==> src/rtl/logic_stream_reducer.sv <==
// rtl/logic_stream_reducer.sv - frame-wide bitwise AND/OR/XOR/NOT/PASS reducer with valid/ready streams
// One registered result per frame; the op is latched on the first beat of each frame.
module logic_stream_reducer #(
    parameter int WIDTH     = 8,
    parameter int MAX_BEATS = 16,
    parameter int CNT_W     = $clog2(MAX_BEATS + 1)
) (
    input  logic             clk,
    input  logic             rst_n,
    input  logic             in_valid,
    output logic             in_ready,
    input  logic [WIDTH-1:0] in_data,
    input  logic             in_last,
    input  logic [2:0]       op,
    output logic             out_valid,
    input  logic             out_ready,
    output logic [WIDTH-1:0] out_data,
    output logic [CNT_W-1:0] out_count,
    output logic             out_overflow
);

    typedef enum logic [1:0] {
        S_IDLE  = 2'd0,
        S_ACCUM = 2'd1,
        S_HOLD  = 2'd2
    } state_t;

    localparam logic [CNT_W-1:0] MAX_CNT = CNT_W'(MAX_BEATS);
    localparam logic [CNT_W-1:0] ONE_CNT = CNT_W'(1);

    state_t             r_state;
    state_t             w_state_next;
    logic [WIDTH-1:0]   r_acc;
    logic [CNT_W-1:0]   r_count;
    logic [2:0]         r_op;
    logic [WIDTH-1:0]   r_out_data;
    logic [CNT_W-1:0]   r_out_count;
    logic               r_out_overflow;

    logic               w_accept;
    logic               w_xfer;
    logic [2:0]         w_op;
    logic [WIDTH-1:0]   w_acc_next;
    logic [CNT_W-1:0]   w_cnt_next;
    logic               w_hit_max;
    logic               w_close;
    logic               w_ovf;
    logic               w_invert;
    logic [WIDTH-1:0]   w_result;

    assign w_accept   = in_valid & in_ready;
    assign w_xfer     = out_valid & out_ready;
    assign w_op       = (r_state == S_IDLE) ? op : r_op;
    assign w_cnt_next = (r_state == S_IDLE) ? ONE_CNT : r_count + ONE_CNT;
    assign w_hit_max  = (w_cnt_next == MAX_CNT);
    assign w_close    = w_accept & (in_last | w_hit_max);
    assign w_ovf      = ~in_last & w_hit_max;

    // Inverting ops accumulate in their plain form; the inversion is applied once at close.
    always_comb begin
        w_acc_next = in_data;
        if (r_state != S_IDLE) begin
            case (r_op)
                3'd0, 3'd3: w_acc_next = r_acc & in_data;
                3'd1, 3'd4: w_acc_next = r_acc | in_data;
                3'd2, 3'd5: w_acc_next = r_acc ^ in_data;
                default:    w_acc_next = in_data;
            endcase
        end
    end

    always_comb begin
        w_invert = 1'b0;
        case (w_op)
            3'd3, 3'd4, 3'd5, 3'd6: w_invert = 1'b1;
            default:                w_invert = 1'b0;
        endcase
    end

    assign w_result = w_invert ? ~w_acc_next : w_acc_next;

    always_ff @(posedge clk or negedge rst_n) begin
        if (!rst_n) begin
            r_state <= S_IDLE;
        end else begin
            r_state <= w_state_next;
        end
    end

    always_comb begin
        w_state_next = r_state;
        in_ready     = 1'b1;
        out_valid    = 1'b0;
        case (r_state)
            S_IDLE: begin
                if (w_accept) begin
                    w_state_next = w_close ? S_HOLD : S_ACCUM;
                end
            end
            S_ACCUM: begin
                if (w_close) begin
                    w_state_next = S_HOLD;
                end
            end
            S_HOLD: begin
                in_ready  = 1'b0;
                out_valid = 1'b1;
                if (w_xfer) begin
                    w_state_next = S_IDLE;
                end
            end
            default: begin
                w_state_next = S_IDLE;
            end
        endcase
    end

    always_ff @(posedge clk or negedge rst_n) begin
        if (!rst_n) begin
            r_acc          <= '0;
            r_count        <= '0;
            r_op           <= 3'd0;
            r_out_data     <= '0;
            r_out_count    <= '0;
            r_out_overflow <= 1'b0;
        end else begin
            if (w_accept) begin
                r_acc   <= w_acc_next;
                r_count <= w_cnt_next;
                if (r_state == S_IDLE) begin
                    r_op <= op;
                end
            end
            if (w_close) begin
                r_out_data     <= w_result;
                r_out_count    <= w_cnt_next;
                r_out_overflow <= w_ovf;
            end
        end
    end

    assign out_data     = r_out_data;
    assign out_count    = r_out_count;
    assign out_overflow = r_out_overflow;

endmodule

==> config.mk <==
export PLATFORM = sky130hd
export DESIGN_NAME = logic_stream_reducer
export DESIGN_NICKNAME = d
export VERILOG_FILES = /design/src/rtl/logic_stream_reducer.sv
export SDC_FILE = /design/constraint.sdc
export NUM_CORES = 1
export LEC_CHECK = 0
export CORE_MARGIN = 2
export CORE_UTILIZATION = 59
export DETAILED_ROUTE_END_ITERATION = 16
export PLACE_DENSITY = 0.85
export SLEW_MARGIN = 20
export SYNTH_ARGS = -nofsm -noshare
export SYNTH_HDL_FRONTEND = slang
export SYNTH_SLANG_ARGS = --single-unit
==> constraint.sdc <==
create_clock -name clk -period 3.32 [get_ports clk]
set_input_delay 0.664 -clock clk [delete_from_list [all_inputs] [get_ports clk]]
set_output_delay 0.664 -clock clk [all_outputs]
set_load 0.1 [all_outputs]
==> flow_metrics.tcl <==
set metrics [dict create \
    initialDrtViolationCount 134 \
    netlist_area_um2 2260 \
    critPathMaxStageDelay_ps 640 \
    ios 32 \
    coreArea_um2 3660 \
    synth_edf_count 0 \
    seqCellArea_um2 801 \
    syn_inst 240 \
    clkLatencyLatePin_ps 300 \
    synth.avg_cell_area_um2 9.41 \
    multi_input_area_um2 1260 \
    finalNonFillerCells 315 \
    nFillCells 290 \
    wl_per_cell_um 14.5 \
    rows 22 \
    finalSetupTns_ps 0 \
    root_buffer "clkbuf_8" \
    drc 0 \
    met1Wirelength_um 2070 \
    power.leakage_nw 1.18 \
    hpwl_um 3200 \
    numClockSinks 32 \
    drtPass1Iterations 4 \
    area_growth_syn_to_layout_pct 15.6 \
    yosysWarnings 0 \
    fin_crit_sh_pct 70.8 \
    synth_ff_type "dfrtp_1" \
    cts_setup_buffers 0 \
    die_h_um 65.9 \
    synth_cell_types 47 \
    fp.dieW_um 65.9 \
    end_kind "flip-flop" \
    critPathArrivalTime_ps 2570 \
    finalHoldViolCount 0 \
    dp.cells 307 \
    synthTopCellsByArea "dfrtp_1, ha_1, inv_1" \
    p_per_area_nw_per_um2 955 \
    htree_levels 2 \
    cap_violations 0 \
    place_ws_ps 684 \
    status "completed" \
    setup_viol 0 \
    grt_pass1_vias 1680 \
    synth-seq-cells 32 \
    skew_ps 8.12 \
    cts_tree "done" \
    start_util_pct 61.7 \
    wl_met3_um 218 \
    wl_met2_um 2170 \
    numCtsBuffers 5 \
    grt_first_pass_wirelength_um 7870 \
    dr.max_layer_used "met4" \
    rsz0062_at_grt "no" \
    wirelength_um 4570 \
    io_buffers 31 \
    final_cell_area_um2 2610 \
    drv_slew 0 \
    groute.usage.overall_pct 24.3 \
    async_reset_ff_share_pct 100 \
    path_class "primary input to flip-flop" \
    synth_top_area_cell "dfrtp_1" \
    relSlewSlack_pct 46.1 \
    yosysSeqAreaShare_pct 35.5 \
    crit_slowest_cell "clkdlybuf4s50_1" \
    num_vias 1777 \
    antenna_found_initial 0 \
    cp.required_ps 3540 \
    die-area_um2 4340 \
    worstMarginPinSlew_ps 809 \
    gp_congestion 0.810 \
    setup_slack_ps 971 \
    crit_chain "clkdlybuf4s50_1 > nand2_2 > or3_4 > o21ai_4 > buf_4 > nor2_1 > a21oi_2" \
    crit_fanout 15 \
    gr-total-overflow 0 \
    cts_max_path_buffers 2 \
    synth_nets 273 \
    cp-start-kind "primary input" \
    clkTransAtPathRegs_ps 60 \
    cts_resized 0 \
    fmax_mhz 426 \
    hp-class "flip-flop to flip-flop" \
    yosysTopAreaCellShare_pct 35.5 \
    placed_cell_area_um2 2500 \
    grt_max_degree 33 \
    diodes 0 \
    layout-drive-gt1-share_pct 22.5 \
    antenna_left 0 \
    finalPower_mw 2.49 \
    max-vdd-ir-drop_uv 818 \
    hold_buffers 0 \
    layout_min_cycle_time_ps 2350 \
    nets 299 \
    vias_per_cell 5.64 \
]
-- final timing paths --
kind	start	endpoint	slack (ps)	depth (start not counted)
max	in_valid	out_data[1]	970	7
min	out_count[4]	out_count[4]	510	1
max reg2reg	r_count[0]	out_data[1]	1130	8
min reg2reg	out_count[4]	out_count[4]	510	1
max in group asynchronous	rst_n	out_data[1]	2260	2
min in group asynchronous	rst_n	r_op[1]	770	2
-- metal layers --
metal / up-vias / global-route usage (%)
li1: 877 / -
met1: 842 / 31.1
met2: 48 / 38.8
met3: 10 / 5.96
met4: 0 / 11.2
met5: - / 0
-- placed cells by master, fill, tap and decap left out, drive strengths merged, types with 2 or more instances in the layout --
cell type	instances
dfrtp	32
inv	24
o21ai	21
a21oi	21
nor2	20
buf	19
nand2	18
ha	17
clkdlybuf4s50	15
xor2	9
nand3	8
o22ai	8
mux2	7
xnor2	5
clkbuf	5
a31oi	5
mux2i	4
a211oi	3
o211ai	3
nor3	2
or2	2
nand3b	2
nand2b	2
-- critical path, delay by kind of cell --
family / cells / cell delay, ps
and+or+nand+nor: 3 / 580
AOI/OAI and AO/OA: 2 / 390
buffers and inverters: 2 / 920
-- report_power, final --
group,internal (mW),leakage (nW),switching (mW)
registers,0.527,0.384,0.178
clock network,0.222,0.0541,0.153
logic,0.444,0.738,0.971
total,1.19,1.18,1.30
-- registers in the layout, indices dropped and copies added, names as in the netlist --
| register | flops |
|---|---|
| r_acc | 8 |
| out_overflow | 1 |
| out_count | 5 |
| r_op | 3 |
| r_state | 2 |
| out_data | 8 |
| r_count | 5 |
-- cells by family (layout without fill, tap and decap cells) --
family	after synthesis	after routing	synth area share, %
muxes	11	11	5.26
DFF	32	32	35.5
xor gates and xnor gates	14	14	5.43
adders and majority gates	17	17	9.42
AOI/OAI and AO/OA	69	69	22.9
and+or+nand+nor	58	58	12.6
buffers and inverters	39	66	8.92
-- layout make-up --
class	count	area share [%]
multi-input combinational	169	48.1
sequential	32	30.7
timing repair buffer	34	11.2
inverter	24	3.45
clock buffer	5	2.64
tap	48	2.30
clock inverter	3	1.63
-- through the flow --
step | utilization, % | hold slack (ps)
5_1_grt | 71.3 | 528
2_1_floorplan | - | 368
4_1_cts | 71.3 | 512
3_3_place_gp | 68.3 | 496
3_5_place_dp | 68.3 | 492
6_report | 71.3 | 512
-- cells in the mapped netlist, types with 2 or more instances --
cell      number
a211oi_1       3
a21oi_1       11
a21oi_2        9
a31oi_1        2
a31oi_4        3
buf_2          5
buf_6          6
clkbuf_1       3
dfrtp_1       32
ha_1          17
inv_1         23
mux2_2         7
mux2i_1        4
nand2_1       17
nand3_1        8
nand3b_1       2
nor2_1        16
nor2_2         4
nor3_1         2
o211ai_1       3
o21ai_0       14
o21ai_1        5
o22ai_1        7
or2_2          2
xnor2_1        5
xor2_1         9
Note: power is estimated with default switching activity, not from simulation.
